$ cat src/rtl/enemy_hit_detect.sv
// Per-frame bullet vs. enemy-formation hit test: serial scan, first hit is killed and scored.
// Latency: enemy k tested k+1 cycles after fsync; hit/bullet_kill registered, worst case N+1 cycles.
// Backpressure: none; fsync outside IDLE is ignored and wave_restart preempts everything.
module enemy_hit_detect #(
    parameter int ENEMY_COLS = 8,
    parameter int ENEMY_ROWS = 4,
    parameter int ENEMY_W    = 16,
    parameter int ENEMY_H    = 12,
    parameter int PITCH_X    = 24,
    parameter int PITCH_Y    = 20,
    parameter int POINTS     = 10
) (
    input  logic                               pixel_clk,
    input  logic                               rst_n,
    input  logic                               fsync,
    input  logic                               wave_restart,
    input  logic                               bullet_active,
    input  logic signed [11:0]                 bullet_left,
    input  logic signed [11:0]                 bullet_right,
    input  logic signed [11:0]                 bullet_top,
    input  logic signed [11:0]                 bullet_bottom,
    input  logic signed [11:0]                 form_x,
    input  logic signed [11:0]                 form_y,
    output logic [ENEMY_ROWS*ENEMY_COLS-1:0]   alive,
    output logic                               hit,
    output logic [5:0]                         hit_idx,
    output logic                               bullet_kill,
    output logic [15:0]                        score,
    output logic                               wave_clear,
    output logic                               scan_busy
);

    localparam int N    = ENEMY_ROWS * ENEMY_COLS;
    localparam int IDXW = (N > 1) ? $clog2(N) : 1;
    localparam int CW   = (ENEMY_COLS > 1) ? $clog2(ENEMY_COLS) : 1;

    localparam logic [1:0] ST_IDLE = 2'd0;
    localparam logic [1:0] ST_SCAN = 2'd1;
    localparam logic [1:0] ST_DONE = 2'd2;

    localparam logic [IDXW-1:0]   IDX_LAST = IDXW'(N - 1);
    localparam logic [CW-1:0]     COL_LAST = CW'(ENEMY_COLS - 1);
    localparam logic signed [12:0] W_M1    = 13'(ENEMY_W - 1);
    localparam logic signed [12:0] H_M1    = 13'(ENEMY_H - 1);
    localparam logic signed [12:0] PX      = 13'(PITCH_X);
    localparam logic signed [12:0] PY      = 13'(PITCH_Y);

    logic [1:0]            state_q, state_d;
    logic [N-1:0]          alive_q, alive_d;
    logic                  hit_q, hit_d;
    logic [5:0]            hit_idx_q, hit_idx_d;
    logic [15:0]           score_q, score_d;
    logic                  wave_clear_q, wave_clear_d;
    logic [IDXW-1:0]       idx_q, idx_d;
    logic [CW-1:0]         col_q, col_d;
    logic signed [12:0]    bl_q, bl_d, br_q, br_d, bt_q, bt_d, bb_q, bb_d;
    logic signed [12:0]    sx_q, sx_d, el_q, el_d, et_q, et_d;

    logic signed [12:0]    er, eb;
    logic                  overlap;
    logic [16:0]           score_sum;

    // el_q/et_q track the current enemy's top-left corner as running sums.
    assign er        = el_q + W_M1;
    assign eb        = et_q + H_M1;
    assign overlap   = alive_q[idx_q] && (bl_q <= er) && (br_q >= el_q) &&
                       (bt_q <= eb) && (bb_q >= et_q);
    assign score_sum = {1'b0, score_q} + 17'(POINTS);

    always_comb begin
        state_d      = state_q;
        alive_d      = alive_q;
        hit_d        = 1'b0;
        hit_idx_d    = hit_idx_q;
        score_d      = score_q;
        idx_d        = idx_q;
        col_d        = col_q;
        bl_d         = bl_q;
        br_d         = br_q;
        bt_d         = bt_q;
        bb_d         = bb_q;
        sx_d         = sx_q;
        el_d         = el_q;
        et_d         = et_q;
        wave_clear_d = (alive_q == '0);

        case (state_q)
            ST_IDLE: begin
                if (fsync && bullet_active) begin
                    bl_d    = {bullet_left[11], bullet_left};
                    br_d    = {bullet_right[11], bullet_right};
                    bt_d    = {bullet_top[11], bullet_top};
                    bb_d    = {bullet_bottom[11], bullet_bottom};
                    sx_d    = {form_x[11], form_x};
                    el_d    = {form_x[11], form_x};
                    et_d    = {form_y[11], form_y};
                    idx_d   = '0;
                    col_d   = '0;
                    state_d = ST_SCAN;
                end
            end
            ST_SCAN: begin
                if (overlap) begin
                    alive_d[idx_q] = 1'b0;
                    hit_d          = 1'b1;
                    hit_idx_d      = 6'(idx_q);
                    score_d        = score_sum[16] ? 16'hFFFF : score_sum[15:0];
                    state_d        = ST_DONE;
                end else if (idx_q == IDX_LAST) begin
                    state_d = ST_DONE;
                end else begin
                    idx_d = idx_q + IDXW'(1);
                    if (col_q == COL_LAST) begin
                        col_d = '0;
                        el_d  = sx_q;
                        et_d  = et_q + PY;
                    end else begin
                        col_d = col_q + CW'(1);
                        el_d  = el_q + PX;
                    end
                end
            end
            ST_DONE: state_d = ST_IDLE;
            default: state_d = ST_IDLE;
        endcase

        // A restart beats a same-cycle kill: formation revived, no pulse, score untouched.
        if (wave_restart) begin
            alive_d   = '1;
            hit_d     = 1'b0;
            hit_idx_d = hit_idx_q;
            score_d   = score_q;
            state_d   = ST_IDLE;
        end
    end

    always_ff @(posedge pixel_clk or negedge rst_n) begin
        if (!rst_n) begin
            state_q      <= ST_IDLE;
            alive_q      <= '1;
            hit_q        <= 1'b0;
            hit_idx_q    <= '0;
            score_q      <= '0;
            wave_clear_q <= 1'b0;
            idx_q        <= '0;
            col_q        <= '0;
            bl_q         <= '0;
            br_q         <= '0;
            bt_q         <= '0;
            bb_q         <= '0;
            sx_q         <= '0;
            el_q         <= '0;
            et_q         <= '0;
        end else begin
            state_q      <= state_d;
            alive_q      <= alive_d;
            hit_q        <= hit_d;
            hit_idx_q    <= hit_idx_d;
            score_q      <= score_d;
            wave_clear_q <= wave_clear_d;
            idx_q        <= idx_d;
            col_q        <= col_d;
            bl_q         <= bl_d;
            br_q         <= br_d;
            bt_q         <= bt_d;
            bb_q         <= bb_d;
            sx_q         <= sx_d;
            el_q         <= el_d;
            et_q         <= et_d;
        end
    end

    assign alive       = alive_q;
    assign hit         = hit_q;
    assign hit_idx     = hit_idx_q;
    assign bullet_kill = hit_q;
    assign score       = score_q;
    assign wave_clear  = wave_clear_q;
    assign scan_busy   = (state_q == ST_SCAN);

endmodule
$ cat config.mk
export PLATFORM = sky130hd
export DESIGN_NAME = enemy_hit_detect
export DESIGN_NICKNAME = d
export VERILOG_FILES = /design/src/rtl/enemy_hit_detect.sv
export SDC_FILE = /design/constraint.sdc
export NUM_CORES = 1
export LEC_CHECK = 0
export CAP_MARGIN = 20
export CORE_UTILIZATION = 49
export DETAILED_ROUTE_END_ITERATION = 8
export GPL_TIMING_DRIVEN = 1
export PLACE_DENSITY_LB_ADDON = 0.05
export RECOVER_POWER = 50
export SLEW_MARGIN = 20
export SYNTH_ARGS = -nofsm -noshare
export SYNTH_HDL_FRONTEND = slang
export SYNTH_SLANG_ARGS = --single-unit
$ cat constraint.sdc
create_clock -name pixel_clk -period 3.45 [get_ports pixel_clk]
set_clock_uncertainty 0.15 [all_clocks]
set_input_delay 0.345 -clock pixel_clk [delete_from_list [all_inputs] [get_ports pixel_clk]]
set_output_delay 0.345 -clock pixel_clk [all_outputs]
set_load 0.03 [all_outputs]
==> results.md, run 1 <==
- CORE AREA: roughly 17000 µm²
- Sequential fraction of the synthesis area: 0.443
- Via count: 7458
- Placed cell areas: approximately 11000 µm²
- Post-synth top area cell: dfrtp_1
- CP startpoint: el_q[1]$_DFFE_PN0P_
- Area share of xor/xnor cells in the synthesized design: 0.0305
- Worst-Margin Slew: 1.77 ns
- CTS sink cnt: approximately 150
- Area used by multi-input combinational logic: just under 5000 µm²
- Vert. Die Dim: 135 µm
- Die footprint: 18100 µm²
- DRT iter0 DRCs: 471
- PortBufs: 133
- Max-cap check violation count: 1
- GRT Util Overall: 0.265
- Period utilization: 1.08
- Slack of the critical path: -0.262 ns
- DRC: 0
- R2R Path End: et_q[7]$_DFFE_PN0P_
- Final WL: 23400 µm
- Cell area after synthesis: roughly 8600 µm²
- CTS HTree Levels: 4
- DR vias/cell: roughly 5.6
- VDD IR-drop max: 0.440 mV
- Synth async-reset ratio: 1.00
- Violated checks: max-capacitance violations, max-slew violations, negative setup slack
- First-pass GRT wire length: around 38000 µm
- Pwr/cell area: 649 nW/µm²
- Slew headroom: -0.178
- RSZ-0062 raised after global routing: yes
- Initial antenna violation count: 0
- Worst setup endpoint: et_q[7]$_DFFE_PN0P_
- Synth Area in Simple Gates: 0.133
- Cts bufs inserted: 17
- R2R Path Start: el_q[1]$_DFFE_PN0P_
- Clock Tree Root: clkbuf_16
- R2r setup slk: -0.26 ns
- Hold crit path type: in2reg
- Post-synthesis mux area share: 0.119
- Cell Rows: 48
- #FFs+latches synth: 151
- Register area: around 3800 µm²
- CTS tree: yes
- Fin. Hold Viols: 0
- Final hold slack: 0.345 ns
- Vias in the first global route: 7558
- Clock-pin slew on the worst setup and hold paths: 0.06 ns
- Top cells by count, synth: 119 x dfrtp_1, 77 x nor2_1, 76 x a21oi_1
- Post-route cell area: around 12000 µm²
- Number of nets in the layout: 1228
- Area added between synthesis and finish: 40.4%
- CP Max Fanout: 7
- Critical Path RT: 3.63 ns
- Setup TNS: -15.26 ns
- GRT Residual Overflow: 0
- # diodes: 0
- Avg WL per Cell: 17.7 µm
- Clock latency on the worst-skew pair: 0.42 ns
- Post-synth EDFFs: 0
- Layout cell share with drive strength beyond 1: 0.318
- CP arrival: 3.89 ns
- Tmin final: around 3.7 ns
- Number of top-level pins: between 100 and 150
- R2R depth: 17
- Most common cell in the netlist: dfrtp_1
- Detailed Routing Iterations Pass 1: 5
- Final ANT Viol Nets: 0
- Starting density of the core: 0.500
- YS warnings: 0
- Status: finished with violations
- Slew Limit Fails: 71
- Hpwl dp: roughly 17000 µm
- Die Width: 135 µm
- Post-synth net total: 1000
- Most common flop cell mapped by yosys: dfrtp_1
- Synth Area per Inst: between 10 and 15 µm²
- FILL cells: 1325
- WS Path Type: reg2reg
- Area share of the largest cell type after synthesis: 0.346
- Pleak: between 5 and 6 nW
- GPL Wtd Cong: a little over 0.9
- Adder-cell share of the synthesized area: 0.0974
- Synth area leaders: dfrtp_1 35%, dfstp_2 9.8%, ha_1 9.7%
- Synth Area in Compound Gates: 0.130
- Crit path capture type: register
- Hold depth: 3
- Largest net degree at the start of global routing: 75
- Synth cell types: 61
- # setup viols final: about 80
- Main combinational cell family by area after synthesis: simple AND/OR/NAND/NOR gates
- Total power: 7.85 mW
- Startpoint types: register
- Max Fclk: 269 MHz
- Longest Clk Path Bufs: 2
- Gate Count Post-Synth: between 800 and 900
[power by group]
part	switching (mW)	total, mW	internal (mW)
sequential	0.261	2.36	2.10
clock	0.774	1.89	1.11
combinational	1.78	3.60	1.81
[per-layer routing]
| layer | up-vias | part of all wire | GRT usage |
|---|---|---|---|
| met5 | - | 0 | 0 |
| met4 | 0 | 0.011 | 0.0624 |
| met3 | 26 | 0.044 | 0.0454 |
| met2 | 192 | 0.52 | 0.463 |
| met1 | 3705 | 0.43 | 0.342 |
| li1 | 3535 | - | - |
[worst min path at each step]
stage,endpoint,start
floorplan,bb_q[0]$_DFFE_PN0P_,rst_n
global placement,bt_q[11]$_DFFE_PN0P_,rst_n
detailed placement,bt_q[11]$_DFFE_PN0P_,rst_n
CTS,et_q[0]$_DFFE_PN0P_,form_y[0]
global route,bt_q[0]$_DFFE_PN0P_,bullet_top[0]
finish,br_q[0]$_DFFE_PN0P_,bullet_right[0]
[per-stage QoR]
step	instances	utilization	worst slack (ns)
6_report	1322	0.701	-0.262
5_1_grt	1322	0.701	-0.415
2_1_floorplan	856	-	-0.0915
4_1_cts	1320	0.685	-0.251
3_5_place_dp	1281	0.632	-0.352
3_3_place_gp	1281	0.632	-0.302
[layout make-up]
cell class | instances | area share
Sequential cell | 151 | 0.316
Clock inverter | 12 | 0.0116
Multi-Input combinational cell | 613 | 0.403
Inverter | 50 | 0.0159
Tap cell | 225 | 0.0233
Clock buffer | 20 | 0.0378
Timing Repair inverter | 1 | 0.000621
Timing Repair Buffer | 250 | 0.192
[cells in the final DEF, fill, tap and decap left out, types with 10 or more instances in the layout]
cell             Yosys  routed
o21ai_0             42      33
nand4_1             15      15
a21oi_1             76      42
dfstp_2             32      31
nor4_1              16      15
nor2_1              77      73
a41oi_2              0      10
buf_6                3      21
nand2_1             53      53
clkdlybuf4s50_1      0     132
a21oi_2              1      34
mux2i_1             13      13
xnor2_1             28      27
inv_1               47      44
clkbuf_16            0      17
nor3_1              18      16
dfrtp_1            119     119
nand3_1             30      22
ha_1                67      65
buf_4                6      88
mux2_2              63      60
[worst max-delay path, stage by stage (launching register included)]
cell and delay (ns):
dfrtp_1 0.38, inv_2 0.10, ha_4 0.15, nand3_2 0.06, and3_4 0.19, and3_4 0.18, xnor2_2 0.12, ha_1 0.32
a21oi_2 0.12, o21ai_1 0.08, a21o_1 0.17, a21oi_2 0.14, a211oi_2 0.09, or4b_4 0.53, buf_6 0.14, or2_4 0.26
a21o_4 0.26, a32oi_1 0.17
[cells by family (layout without fill, tap and decap cells)]
| logic type | Yosys count | count (layout) |
|---|---|---|
| xor+xnor | 30 | 30 |
| mux | 86 | 86 |
| flops | 151 | 151 |
| other cells | 1 | 1 |
| simple gates | 242 | 242 |
| compound gates | 187 | 187 |
| buf+inv | 92 | 333 |
| fa+ha+maj | 67 | 67 |
[timing repair]
item	4_1_cts	5_1_grt
hold buffers	1	0
setup buffers	6	2
gates resized for setup	57	73
pin swaps	16	12
cloned	1	0
endpoints found under the hold margin	43	0
setup endpoints to repair	84	88
[flip-flops by register name, summed over array words and instances (netlist names)]
register	count
wave_clear	1
bl_q	12
hit_idx	5
bb_q	12
et_q	13
sx_q	12
col_q	3
score	16
state_q	2
br_q	12
bt_q	12
el_q	13
idx_q	5
alive	32
bullet_kill	1
(Power assumes the default switching activity.)
==> run 2, diff against run 1 <==
CORE_UTILIZATION = 48   (was 49)
clock period = 4.5 ns   (was 3.45 ns; I/O delays follow)
==> run 2 against run 1 <==
  * Critical path type unchanged
  * Cell count is 7.2% lower
  * Global-route usage shrank 1.9 points
  * Hold slack improved by 0.0084 ns
  * Register-to-register slack improved by 0.63 ns
  * The run ends with max-capacitance violations, max-slew violations left
  * Non-clock buffer count fell by 94
  * Fmax fell by 10%
  * Routed wire length fell by 9.3%
  * Flip-flop and latch count unchanged
  * Final area decreased by 10%
  * Via count down 6.5%
==> results.md, run 2 (synthesized netlist as in run 1, its figures left out) <==
- Starting density of the core: 0.494 (-0.00517)
- CTS sink cnt: 151 (unchanged)
- Initial antenna violation count: 0 (unchanged)
- VDD IR-drop max: 0.322 mV (-27%)
- Vias in the first global route: 6860 (-9.2%)
- Number of flip-flops in the largest register: 32 (unchanged)
- # setup viols final: 0 (-100%)
- Most common cell after layout, fill and taps aside: clkdlybuf4s50_1
- Status: finished with violations
- Critical Path RT: 4.65 ns (+1.02 ns)
- RSZ-0062 raised after global routing: no
- CP arrival: 4.29 ns (+0.40 ns)
- Die Width: 136 µm (+1.0%)
- Period utilization: 0.919 (-0.157)
- Post-route cell area: 10900 µm² (-10%)
- Cell Rows: 48 (unchanged)
- DRT iter0 DRCs: 464 (-1.5%)
- Tmin final: 4.14 ns (+0.424 ns)
- Longest Clk Path Bufs: 2 (unchanged)
- Pleak: 4.60 nW (-9.9%)
- Clock latency on the worst-skew pair: 0.43 ns (about the same)
- Via count: 6972 (-6.5%)
- Slew Limit Fails: 91 (+28%)
- Combinational power share: 0.359 (-0.099)
- Max-cap check violation count: 1 (unchanged)
- Startpoint types: register
- Switching part of the total power: 0.354 (-0.00561)
- Dpl cells: 1190 (-7.1%)
- Hpwl dp: 15200 µm (-9.2%)
- Clock power frac: 0.293 (+0.053)
- Final hold slack: 0.353 ns (+0.00843 ns)
- Violated checks: max-capacitance violations, max-slew violations
- Final ANT Viol Nets: 0 (unchanged)
- CP Max Fanout: 7 (unchanged)
- Number of top-level pins: 135 (unchanged)
- Placed cell areas: 10200 µm² (-6.8%)
- Worst-Margin Slew: 2.33 ns (+0.565 ns)
- Slew headroom: -0.555 (-0.377)
- CTS tree: yes
- Avg WL per Cell: 17.3 µm (-2.3%)
- Int Power: 3.51 mW (-30%)
- CTS HTree Levels: 4 (unchanged)
- Crit path capture type: register
- Switching pwr: 1.92 mW (-32%)
- Die footprint: 18500 µm² (+2.0%)
- Area added between synthesis and finish: 26.1%
- GRT Util Overall: 0.246 (-0.0187)
- WS Path Type: reg2reg
- Sequential share of power: 0.348 (+0.047)
- GPL Wtd Cong: 0.872 (-4.1%)
- Largest net degree at the start of global routing: 91 (+21%)
- Number of nets in the layout: 1133 (-7.7%)
- Fin. Hold Viols: 0 (unchanged)
- PortBufs: 133 (unchanged)
- First-pass GRT wire length: 35300 µm (-6.1%)
- Layout cell share with drive strength beyond 1: 0.160 (-0.158)
- CORE AREA: 17400 µm² (+1.0%)
- R2r setup slk: 0.36 ns (+0.63 ns)
- Slack of the critical path: 0.364 ns (+0.626 ns)
- Clock Tree Root: clkbuf_16
- # diodes: 0 (unchanged)
- Most frequent cells in the layout: 130 x clkdlybuf4s50_1, 119 x dfrtp_1, 77 x nor2_1
- Setup TNS: 0 ns (+15.26 ns)
- Final WL: 21300 µm (-9.3%)
- Hold crit path type: reg2reg
- Detailed Routing Iterations Pass 1: 4 (-1)
- Placement Setup Slack: 0.278 ns (+0.630 ns)
- Cts bufs inserted: 17 (unchanged)
- Cell Count, Final, Fillers Out: 1227 (-7.2%)
- Clock-pin slew on the worst setup and hold paths: 0.06 ns (about the same)
- Vert. Die Dim: 136 µm (+1.0%)
- DRC: 0 (unchanged)
- Final Core Density: 0.624 (-0.0777)
- Total power: 5.43 mW (-31%)
- GRT Residual Overflow: 0 (unchanged)
- Pwr/cell area: 499 nW/µm² (-23%)
- DR vias/cell: 5.68 (+0.72%)
- Max Fclk: 242 MHz (-10%)
## run 2: cell count changes in the layout (fill, tap and decap cells not counted), sizes merged
| cell | change |
|---|---|
| inv | -2 |
| clkinvlp | -4 |
| dlygate4sd3 | +2 |
| buf | -94 |
| clkdlybuf4s50 | -2 |
| clkbuf | +5 |
## run 2: cell type report
cell class                      count  area, µm²
Clock buffer                       25        572
Clock inverter                      7       97.6
Fill cell                        1497       6560
Inverter                           50        193
Multi-Input combinational cell    613       4410
Sequential cell                   151       3820
Tap cell                          225        282
Timing Repair Buffer              156       1490
## run 2: path summary, 6_finish.rpt
| check | from | end | cells past startpoint |
|---|---|---|---|
| max in group asynchronous | rst_n | wave_clear$_DFF_PN0_ | 3 |
| max reg2reg | el_q[0]$_DFFE_PN0P_ | et_q[6]$_DFFE_PN0P_ | 17 |
| max | el_q[0]$_DFFE_PN0P_ | et_q[6]$_DFFE_PN0P_ | 17 |
| min in group asynchronous | rst_n | bt_q[7]$_DFFE_PN0P_ | 2 |
| min | sx_q[2]$_DFFE_PN0P_ | sx_q[2]$_DFFE_PN0P_ | 1 |
| min reg2reg | sx_q[2]$_DFFE_PN0P_ | sx_q[2]$_DFFE_PN0P_ | 1 |
## run 2: repair_timing
| item | 4_1_cts | 5_1_grt |
|---|---|---|
| setup endpoints to repair | 0 | 19 |
| buffers inserted | 0 | 4 |
| hold buffers | 1 | 0 |
| gates resized for setup | 0 | 6 |
| endpoints found under the hold margin | 27 | 0 |
## run 2: worst max-delay path, cell delays in order (launching register included)
cell,delay [ns]
dfrtp_1,0.38
inv_1,0.13
ha_1,0.22
nand3_1,0.13
and3_1,0.25
and3_1,0.21
xnor2_1,0.13
ha_1,0.29
a21oi_1,0.16
o21ai_0,0.10
a21o_1,0.18
a21oi_1,0.16
a211oi_1,0.09
or4b_4,0.61
or2_1,0.34
buf_4,0.20
a311oi_1,0.21
a21oi_1,0.06
## run 2: per-layer routing
layer  routed length [µm]  GRT usage
met3                 1040     0.0518
met4                  306     0.0735
met1                 9760      0.334
met2                10200      0.395
met5                    0          0
## run 2: power by group through the flow
stage               Sequential [mW]  Clock (mW)  Combinational (mW)
floorplan                      1.83           0                1.43
global placement               1.90           0                1.90
detailed placement             1.91           0                1.93
CTS                            1.89        1.61                1.96
global route                   1.93        1.67                2.22
finish                         1.89        1.59                1.95
